--- config.mk ---
export PLATFORM = sky130hd
export DESIGN_NAME = mac_controller_flat
export DESIGN_NICKNAME = d
export VERILOG_FILES = /design/src/rtl/mac_pkg.sv /design/src/rtl/mac_controller_if.sv /design/src/rtl/mac_term_counter.sv /design/src/rtl/mac_controller.sv /design/src/flat_wrapper.sv
export SDC_FILE = /design/constraint.sdc
export NUM_CORES = 1
export LEC_CHECK = 0
export ABC_AREA = 1
export ABC_CLOCK_PERIOD_IN_PS = 1720
export CAP_MARGIN = 20
export CORE_ASPECT_RATIO = 1.5
export CORE_MARGIN = 2
export CORE_UTILIZATION = 35
export CTS_BUF_LIST = sky130_fd_sc_hd__clkbuf_4 sky130_fd_sc_hd__clkbuf_8 sky130_fd_sc_hd__clkbuf_16
export DETAILED_ROUTE_END_ITERATION = 16
export GPL_ROUTABILITY_DRIVEN = 0
export SLEW_MARGIN = 20
export SYNTH_ARGS = -nofsm -noshare
export SYNTH_HDL_FRONTEND = slang
export SYNTH_HIERARCHICAL = 1
export SYNTH_SLANG_ARGS = --single-unit
--- constraint.sdc ---
create_clock -name clk -period 1.72 [get_ports clk]
set_clock_uncertainty 0.1 [all_clocks]
set_input_delay 0.172 -clock clk [delete_from_list [all_inputs] [get_ports clk]]
set_output_delay 0.172 -clock clk [all_outputs]
set_load 0.1 [all_outputs]
--- src/rtl/mac_pkg.sv ---
// ---------------------------------------------------------------------------
// mac_pkg
// Shared definitions for the MAC datapath controller:
//   - FSM state encodings and the state enum
//   - default term count and counter width
//   - terminal-compare wait limit (used when MAC_CTRL_CMP_CHECK_EN is defined)
//   - elaboration helper that checks that N_TERMS fits in the term counter
// No ports (package).
// ---------------------------------------------------------------------------
package mac_pkg;

  localparam int N_TERMS_DEFAULT = 10;
  localparam int CNT_W_DEFAULT   = 4;

  // Cycles spent waiting for the datapath terminal-count flag before the
  // operation is abandoned with err set.
  localparam int CMP_WAIT_LIMIT = 4;
  localparam int CMP_WAIT_W     = 2;

  localparam logic [3:0] ST_IDLE_ENC      = 4'd0;
  localparam logic [3:0] ST_CLEAR_ENC     = 4'd1;
  localparam logic [3:0] ST_FETCH_ENC     = 4'd2;
  localparam logic [3:0] ST_MUL_ENC       = 4'd3;
  localparam logic [3:0] ST_ACC_ENC       = 4'd4;
  localparam logic [3:0] ST_CHECK_ENC     = 4'd5;
  localparam logic [3:0] ST_CMP_WAIT_ENC  = 4'd6;
  localparam logic [3:0] ST_OUT_ENC       = 4'd7;
  localparam logic [3:0] ST_WAIT_DONE_ENC = 4'd8;

  typedef enum logic [3:0] {
    ST_IDLE      = ST_IDLE_ENC,
    ST_CLEAR     = ST_CLEAR_ENC,
    ST_FETCH     = ST_FETCH_ENC,
    ST_MUL       = ST_MUL_ENC,
    ST_ACC       = ST_ACC_ENC,
    ST_CHECK     = ST_CHECK_ENC,
    ST_CMP_WAIT  = ST_CMP_WAIT_ENC,
    ST_OUT       = ST_OUT_ENC,
    ST_WAIT_DONE = ST_WAIT_DONE_ENC
  } state_t;

  // N_TERMS must be reachable by a w-bit counter without wrapping.
  function automatic bit n_terms_legal(input int n, input int w);
    return (n >= 1) && (n <= ((2 ** w) - 1));
  endfunction

endpackage

--- src/rtl/mac_controller_if.sv ---
// ---------------------------------------------------------------------------
// mac_controller_if
// Handshake and strobe bundle between the MAC controller, the operand
// source and the MAC datapath.
//   slave  modport : the controller (consumes start/in_valid/cmp/done,
//                    drives ready, strobes and status)
//   master modport : the environment (operand source + datapath)
// Signals:
//   start, in_valid, cmp, done           environment -> controller
//   in_ready, load_a, load_b, load_m,
//   load_acc, count_enable, load_out,
//   dp_rst, busy, result_valid, err      controller  -> environment
// ---------------------------------------------------------------------------
interface mac_controller_if;

  logic start;
  logic in_valid;
  logic cmp;
  logic done;

  logic in_ready;
  logic load_a;
  logic load_b;
  logic load_m;
  logic load_acc;
  logic count_enable;
  logic load_out;
  logic dp_rst;
  logic busy;
  logic result_valid;
  logic err;

  modport slave (
    input  start, in_valid, cmp, done,
    output in_ready, load_a, load_b, load_m, load_acc, count_enable,
           load_out, dp_rst, busy, result_valid, err
  );

  modport master (
    output start, in_valid, cmp, done,
    input  in_ready, load_a, load_b, load_m, load_acc, count_enable,
           load_out, dp_rst, busy, result_valid, err
  );

endinterface

--- src/rtl/mac_term_counter.sv ---
// ---------------------------------------------------------------------------
// mac_term_counter
// CNT_W-bit term counter with synchronous clear, increment and a terminal
// compare against N_TERMS. The counter saturates at all-ones so it can never
// wrap back to a value that would fake an early terminal match.
// Ports:
//   clk   in  clock, rising edge
//   rst   in  asynchronous active-high reset
//   clr   in  clear counter to zero (wins over inc)
//   inc   in  increment counter
//   at_n  out counter currently equals N_TERMS
// ---------------------------------------------------------------------------
module mac_term_counter #(
  parameter int CNT_W   = 4,
  parameter int N_TERMS = 10
) (
  input  logic clk,
  input  logic rst,
  input  logic clr,
  input  logic inc,
  output logic at_n
);

  localparam logic [CNT_W-1:0] TERM_LAST = CNT_W'(N_TERMS);

  logic [CNT_W-1:0] cnt_q;
  logic [CNT_W-1:0] cnt_d;

  always_comb begin
    cnt_d = cnt_q;
    if (clr) begin
      cnt_d = '0;
    end else if (inc && (cnt_q != '1)) begin
      cnt_d = cnt_q + 1'b1;
    end
  end

  always_ff @(posedge clk or posedge rst) begin
    if (rst) begin
      cnt_q <= '0;
    end else begin
      cnt_q <= cnt_d;
    end
  end

  assign at_n = (cnt_q == TERM_LAST);

endmodule

--- src/rtl/mac_controller.sv ---
// ---------------------------------------------------------------------------
// mac_controller
// Control FSM for the 4-bit-operand / 12-bit-accumulator MAC datapath.
// Accepts operand pairs over a valid/ready handshake, sequences the datapath
// strobes (operand load, multiply, accumulate+count, output commit) and,
// after N_TERMS products, commits the sum and pulses result_valid once the
// datapath reports done. It also owns the datapath's per-operation clear.
//
// Parameters:
//   N_TERMS  products per operation (1 .. 2**CNT_W-1, checked at elaboration)
//   CNT_W    term counter width
// Ports:
//   clk   in  clock, rising edge
//   rst   in  asynchronous active-high reset
//   bus   slave modport of mac_controller_if (handshake, strobes, status)
//
// Build option: MAC_CTRL_CMP_CHECK_EN
//   defined   : after the last term the controller waits (up to
//               CMP_WAIT_LIMIT cycles) for the datapath terminal-count flag
//               cmp; if it never arrives err is set and the operation is
//               abandoned without committing the output.
//   undefined : cmp is ignored and err is tied low.
// ---------------------------------------------------------------------------
module mac_controller
  import mac_pkg::*;
#(
  parameter int N_TERMS = N_TERMS_DEFAULT,
  parameter int CNT_W   = CNT_W_DEFAULT
) (
  input logic            clk,
  input logic            rst,
  mac_controller_if.slave bus
);

  if (!n_terms_legal(N_TERMS, CNT_W)) begin : g_bad_n_terms
    $error("mac_controller: N_TERMS=%0d does not fit CNT_W=%0d", N_TERMS, CNT_W);
  end

  state_t state_q;
  state_t state_d;

  // Moore outputs are registered from the next state so they change
  // cleanly on the clock edge and drop immediately on rst.
  logic in_ready_q,     in_ready_d;
  logic load_m_q,       load_m_d;
  logic load_acc_q,     load_acc_d;
  logic count_enable_q, count_enable_d;
  logic load_out_q,     load_out_d;
  logic dp_rst_q,       dp_rst_d;
  logic busy_q,         busy_d;

  logic cnt_clr;
  logic cnt_inc;
  logic term_done;

  mac_term_counter #(
    .CNT_W   (CNT_W),
    .N_TERMS (N_TERMS)
  ) u_term_counter (
    .clk  (clk),
    .rst  (rst),
    .clr  (cnt_clr),
    .inc  (cnt_inc),
    .at_n (term_done)
  );

`ifdef MAC_CTRL_CMP_CHECK_EN
  localparam logic [CMP_WAIT_W-1:0] CMP_WAIT_LAST = CMP_WAIT_W'(CMP_WAIT_LIMIT - 1);

  logic [CMP_WAIT_W-1:0] wait_q;
  logic [CMP_WAIT_W-1:0] wait_d;
  logic                  err_q;
  logic                  err_d;
`else
  logic unused_cmp;
  assign unused_cmp = bus.cmp;
`endif

  always_comb begin
    state_d = state_q;
    cnt_clr = 1'b0;
    cnt_inc = 1'b0;
`ifdef MAC_CTRL_CMP_CHECK_EN
    wait_d  = wait_q;
    err_d   = err_q;
`endif

    case (state_q)
      ST_IDLE: begin
        if (bus.start) begin
          state_d = ST_CLEAR;
          cnt_clr = 1'b1;
`ifdef MAC_CTRL_CMP_CHECK_EN
          err_d   = 1'b0;
`endif
        end
      end

      ST_CLEAR: state_d = ST_FETCH;

      ST_FETCH: begin
        if (bus.in_valid) begin
          state_d = ST_MUL;
        end
      end

      ST_MUL: state_d = ST_ACC;

      ST_ACC: begin
        cnt_inc = 1'b1;
        state_d = ST_CHECK;
      end

      // term_cnt was bumped on the ACC edge, so the compare here already
      // reflects the term that just finished.
      ST_CHECK: begin
        if (term_done) begin
`ifdef MAC_CTRL_CMP_CHECK_EN
          state_d = ST_CMP_WAIT;
          wait_d  = '0;
`else
          state_d = ST_OUT;
`endif
        end else begin
          state_d = ST_FETCH;
        end
      end

`ifdef MAC_CTRL_CMP_CHECK_EN
      ST_CMP_WAIT: begin
        if (bus.cmp) begin
          state_d = ST_OUT;
        end else if (wait_q == CMP_WAIT_LAST) begin
          state_d = ST_IDLE;
          err_d   = 1'b1;
        end else begin
          wait_d  = wait_q + 1'b1;
        end
      end
`endif

      ST_OUT: state_d = ST_WAIT_DONE;

      ST_WAIT_DONE: begin
        if (bus.done) begin
          state_d = ST_IDLE;
        end
      end

      default: state_d = ST_IDLE;
    endcase

    in_ready_d     = (state_d == ST_FETCH);
    load_m_d       = (state_d == ST_MUL);
    load_acc_d     = (state_d == ST_ACC);
    count_enable_d = (state_d == ST_ACC);
    load_out_d     = (state_d == ST_OUT);
    // Dedicated flop: the datapath ORs this into its async reset, so it
    // must never glitch the way a state decode could.
    dp_rst_d       = (state_d == ST_CLEAR);
    busy_d         = (state_d != ST_IDLE);
  end

  always_ff @(posedge clk or posedge rst) begin
    if (rst) begin
      state_q        <= ST_IDLE;
      in_ready_q     <= 1'b0;
      load_m_q       <= 1'b0;
      load_acc_q     <= 1'b0;
      count_enable_q <= 1'b0;
      load_out_q     <= 1'b0;
      dp_rst_q       <= 1'b0;
      busy_q         <= 1'b0;
`ifdef MAC_CTRL_CMP_CHECK_EN
      wait_q         <= '0;
      err_q          <= 1'b0;
`endif
    end else begin
      state_q        <= state_d;
      in_ready_q     <= in_ready_d;
      load_m_q       <= load_m_d;
      load_acc_q     <= load_acc_d;
      count_enable_q <= count_enable_d;
      load_out_q     <= load_out_d;
      dp_rst_q       <= dp_rst_d;
      busy_q         <= busy_d;
`ifdef MAC_CTRL_CMP_CHECK_EN
      wait_q         <= wait_d;
      err_q          <= err_d;
`endif
    end
  end

  assign bus.in_ready     = in_ready_q;
  // Operand load happens in the same cycle the source offers a pair.
  assign bus.load_a       = in_ready_q & bus.in_valid;
  assign bus.load_b       = in_ready_q & bus.in_valid;
  assign bus.load_m       = load_m_q;
  assign bus.load_acc     = load_acc_q;
  assign bus.count_enable = count_enable_q;
  assign bus.load_out     = load_out_q;
  assign bus.dp_rst       = dp_rst_q;
  assign bus.busy         = busy_q;
  assign bus.result_valid = (state_q == ST_WAIT_DONE) & bus.done;
`ifdef MAC_CTRL_CMP_CHECK_EN
  assign bus.err          = err_q;
`else
  assign bus.err          = 1'b0;
`endif

endmodule

--- src/flat_wrapper.sv ---
// flat-port wrapper written by rule: the top's interface ports become plain ports
module mac_controller_flat import mac_pkg::*;
#(
  parameter int N_TERMS = N_TERMS_DEFAULT,
  parameter int CNT_W   = CNT_W_DEFAULT
)
  (clk, rst, bus_start, bus_in_valid, bus_cmp, bus_done, bus_in_ready, bus_load_a, bus_load_b, bus_load_m, bus_load_acc, bus_count_enable, bus_load_out, bus_dp_rst, bus_busy, bus_result_valid, bus_err);
  mac_controller_if bus_i ();
  input logic clk;
  input logic rst;
  input wire logic [$bits(bus_i.start)-1:0] bus_start;
  input wire logic [$bits(bus_i.in_valid)-1:0] bus_in_valid;
  input wire logic [$bits(bus_i.cmp)-1:0] bus_cmp;
  input wire logic [$bits(bus_i.done)-1:0] bus_done;
  output wire logic [$bits(bus_i.in_ready)-1:0] bus_in_ready;
  output wire logic [$bits(bus_i.load_a)-1:0] bus_load_a;
  output wire logic [$bits(bus_i.load_b)-1:0] bus_load_b;
  output wire logic [$bits(bus_i.load_m)-1:0] bus_load_m;
  output wire logic [$bits(bus_i.load_acc)-1:0] bus_load_acc;
  output wire logic [$bits(bus_i.count_enable)-1:0] bus_count_enable;
  output wire logic [$bits(bus_i.load_out)-1:0] bus_load_out;
  output wire logic [$bits(bus_i.dp_rst)-1:0] bus_dp_rst;
  output wire logic [$bits(bus_i.busy)-1:0] bus_busy;
  output wire logic [$bits(bus_i.result_valid)-1:0] bus_result_valid;
  output wire logic [$bits(bus_i.err)-1:0] bus_err;
  assign bus_i.start = bus_start;
  assign bus_i.in_valid = bus_in_valid;
  assign bus_i.cmp = bus_cmp;
  assign bus_i.done = bus_done;
  assign bus_in_ready = bus_i.in_ready;
  assign bus_load_a = bus_i.load_a;
  assign bus_load_b = bus_i.load_b;
  assign bus_load_m = bus_i.load_m;
  assign bus_load_acc = bus_i.load_acc;
  assign bus_count_enable = bus_i.count_enable;
  assign bus_load_out = bus_i.load_out;
  assign bus_dp_rst = bus_i.dp_rst;
  assign bus_busy = bus_i.busy;
  assign bus_result_valid = bus_i.result_valid;
  assign bus_err = bus_i.err;
  mac_controller #(.N_TERMS(N_TERMS), .CNT_W(CNT_W)) u_core (.clk(clk), .rst(rst), .bus(bus_i));
endmodule
==> impl_metrics.py <==
metrics = {
    "route": {
        "finalWirelength_um": 1340,
        "ant_nets": 0,
        "detail_route.first_pass.iterations": 4,
        "viasPerCell": 4.57,
        "drt_iter0_markers": 10,
        "routed_length_per_placed_instance_um": 10.6,
        "via_total_after_detailed_routing": 581,
        "post-route-drc-count": 0,
    },
    "yosys": {
        "synth.most_common_cell": "sky130_fd_sc_hd__inv_1",
        "mappedNetlistNets": 97,
        "netlist_top_cells_area": "sky130_fd_sc_hd__dfrtp_1 (49%), sky130_fd_sc_hd__inv_1 (10%), sky130_fd_sc_hd__nand2_1 (9.4%)",
        "synthesized_area_per_cell_um2": 8.04,
        "yosysWarningCount": 6,
        "synth_area_leader_cell": "sky130_fd_sc_hd__dfrtp_1",
        "synth_seq_area_share_pct": 49.0,
        "postSynth.asyncResetShare_pct": 100,
        "synth-main-ff-cell": "sky130_fd_sc_hd__dfrtp_1",
        "post_syn_area_um2": 716,
        "synth_top_area_share_pct": 49.0,
        "post_synth_most_frequent_cells": "sky130_fd_sc_hd__inv_1 (19), sky130_fd_sc_hd__nand2_1 (18), sky130_fd_sc_hd__dfrtp_1 (14), sky130_fd_sc_hd__nor2_1 (10), sky130_fd_sc_hd__nand3_1 (9)",
        "number_of_instances_in_the_synthesized_netlist": 89,
        "synth_enable_flop_cells": 0,
        "synthDistinctLibCells": 19,
        "ys_ff_latch": 14,
    },
    "power_and_ir_drop": {
        "sw_frac_of_total_pct": 52.3,
        "power_frac_comb_pct": 61.3,
        "power_density_nw_per_um2": 1940,
        "vdd_ir_drop_max_uv": 839,
        "intPower_mw": 0.960,
        "power.sequential.fraction_pct": 28.6,
        "power.switching_mw": 1.05,
        "power_leakage_nw": 0.550,
        "pwr-share-clk_pct": 10.0,
    },
    "cts": {
        "cts_root_buffer": "sky130_fd_sc_hd__clkbuf_4",
        "cts_sinks": 14,
        "hold_bufs_at_cts": 0,
        "clk_pin_slew_ps": 80,
        "clock_insertion_delay_worst_skew_ps": 270,
        "cts_buffers": 3,
        "clock_tree_from_tritoncts": "yes",
        "htreeDepth": 1,
        "clk_path_buf_depth": 2,
    },
    "floorplanning": {
        "die-area_um2": 2430,
        "die_x_um": 40.9,
        "core_region_area_um2": 1980,
        "rows": 20,
        "num_io_pins": 17,
        "initial_util_pct": 36.2,
        "floorplan_die_height_um": 59.4,
    },
    "timing": {
        "timing.final.ws_setup_ps": 118,
        "rsz_0062_raised_after_global_routing": "no",
        "clock.fmax_ghz": 0.624,
        "layout_min_cycle_time_ps": 1600,
        "timing.final.setup_violations": 0,
        "maxSlewViolCount": 0,
        "tns_ps": 0,
        "post-route-period-util_pct": 93.1,
        "hold_violations": 0,
    },
    "grt": {
        "number_of_global_route_vias_before_repair": 573,
        "grt_max_degree": 11,
        "grt_overflow_total": 0,
        "grtUsageTotal_pct": 13.8,
        "number_of_antenna_violations_at_the_first_check_in_global_routing": 0,
        "grt_pass1_wl_um": 2260,
    },
    "placed_design": {
        "dp_wirelength_um": 1120,
        "dpl-instance-area_um2": 993,
        "quantity_of_i_o_buffers_inserted_on_ports": 14,
        "dp_slack_ps": 221,
        "placed_cells": 122,
    },
    "critical_path": {
        "cp_data_required_time_ps": 1450,
        "reg2reg_from": "u_core/state_q[2]",
        "element_type_at_the_critical_path_end": "primary output",
        "startpoint_type": "register",
        "worstPathMaxFanout": 6,
        "worstSetupPathType": "reg -> out",
        "worstPathArrival_ps": 1330,
        "timing.critical_path.from": "u_core/state_q[0]",
    },
    "final_layout": {
        "layout-area-overhead-vs-synth_pct": 44.9,
        "antennaDiodeCount": 0,
        "drive_above_1_share_pct": 25.7,
        "nets": 114,
        "finish.instance_area_um2": 1040,
        "instances_no_fill": 127,
    },
    "outcome": {
        "run_status": "finished, final reports clean",
    },
    "hold_path": {
        "path_category_of_the_worst_min_delay_check": "in -> async",
    },
    "flow_run": {
        "drv.max_cap_violation_count": 0,
    },
}
[through the flow]
step | utilization, % | hold slack [ps] | power (mW)
3_5_place_dp | 50.3 | 314 | 1.79
4_1_cts | 52.1 | 12.5 | 2.02
5_1_grt | 52.5 | 20.9 | 2.13
3_3_place_gp | 50.3 | 300 | 1.77
6_report | 52.5 | 15.8 | 2.01
2_1_floorplan | - | -162 | 1.41
[power groups by stage]
stage | Sequential [mW] | Clock, mW | Combinational [mW]
floorplan | 0.866 | 0 | 0.542
global placement | 0.568 | 0 | 1.20
detailed placement | 0.574 | 0 | 1.22
CTS | 0.578 | 0.213 | 1.23
global route | 0.590 | 0.226 | 1.31
finish | 0.576 | 0.202 | 1.23
[worst paths after layout]
check | to | slack, ps | cells after the start
max | bus_result_valid | 120 | 4
min | u_core/u_term_counter/cnt_q[3] | 20 | 2
max reg2reg | u_core/u_term_counter/cnt_q[1] | 200 | 8
min reg2reg | u_core/u_term_counter/cnt_q[3] | 470 | 2
max in group asynchronous | u_core/bus.in_ready | 1120 | 2
min in group clk | u_core/bus.dp_rst | 410 | 3
[per-layer routing]
metal / GRT usage (%) / share of wire, % / vias to the layer above
met3: 2.63 / 4.2 / 2
met1: 14.3 / 37 / 264
met2: 23.9 / 58 / 16
li1: - / - / 299
met5: 0 / 0 / -
met4: 7.62 / 1.0 / 0
[layout by cell type, fill, tap and decap left out]
master,netlist,layout
sky130_fd_sc_hd__clkbuf_4,0,4
sky130_fd_sc_hd__conb_1,1,1
sky130_fd_sc_hd__ha_1,2,2
sky130_fd_sc_hd__clkinvlp_4,0,1
sky130_fd_sc_hd__nand3b_1,1,1
sky130_fd_sc_hd__inv_2,0,1
sky130_fd_sc_hd__nand2_1,18,17
sky130_fd_sc_hd__nand3_2,2,2
sky130_fd_sc_hd__xor2_1,1,1
sky130_fd_sc_hd__buf_4,3,1
sky130_fd_sc_hd__clkdlybuf4s50_1,0,4
sky130_fd_sc_hd__buf_12,0,10
sky130_fd_sc_hd__dfrtp_1,14,12
sky130_fd_sc_hd__nor2_1,10,9
sky130_fd_sc_hd__inv_1,19,17
sky130_fd_sc_hd__nand3_1,9,9
sky130_fd_sc_hd__o21ai_1,1,1
sky130_fd_sc_hd__nor2_4,1,2
sky130_fd_sc_hd__o21ai_0,1,1
sky130_fd_sc_hd__dfrtp_2,0,1
sky130_fd_sc_hd__nor4_4,0,1
sky130_fd_sc_hd__nand2_4,0,1
sky130_fd_sc_hd__dfrtp_4,0,1
sky130_fd_sc_hd__nor3_1,1,1
sky130_fd_sc_hd__nand4_1,2,2
sky130_fd_sc_hd__nand2_2,1,1
sky130_fd_sc_hd__clkinv_2,1,1
[repair_timing]
item | CTS | global route
endpoints found under the setup margin | 1 | 1
pin swaps | 0 | 1
resized for setup | 2 | 0
buffers inserted | 0 | 1
[state kept, by name, summed over array words and instances (netlist names)]
signal,cells
u_core/bus.load_out,1
u_core/bus.busy,1
u_core/bus.dp_rst,1
u_core/bus.count_enable,1
u_core/state_q,4
u_core/bus.in_ready,1
u_core/bus.load_m,1
u_core/u_term_counter/cnt_q,4
[critical path, stage by stage, from the launching register on]
cell	delay, ps
sky130_fd_sc_hd__dfrtp_2	460
sky130_fd_sc_hd__nor2_4	130
sky130_fd_sc_hd__inv_2	70
sky130_fd_sc_hd__nor4_4	180
sky130_fd_sc_hd__buf_12	210
[kinds of logic (layout without fill, tap and decap cells)]
family / after synthesis / after routing / synth area share (%)
and+or+nand+nor: 46 / 46 / 30.6
buffers and inverters: 23 / 39 / 13.8
DFF: 14 / 14 / 49.0
adders and majority gates: 2 / 2 / 3.50
AOI/OAI and AO/OA: 2 / 2 / 1.40
other: 1 / 1 / 0.524
xor gates and xnor gates: 1 / 1 / 1.22
[area by class of cell]
class                   instances  area, um^2
clock buffers                   4        30.0
fillers                       180         940
inverters                      20        80.1
multi-input cells              52         297
flip-flops and latches         14         355
well taps                      22        27.5
repair buffers                 15         248
Power figures use the tool's default switching activity.
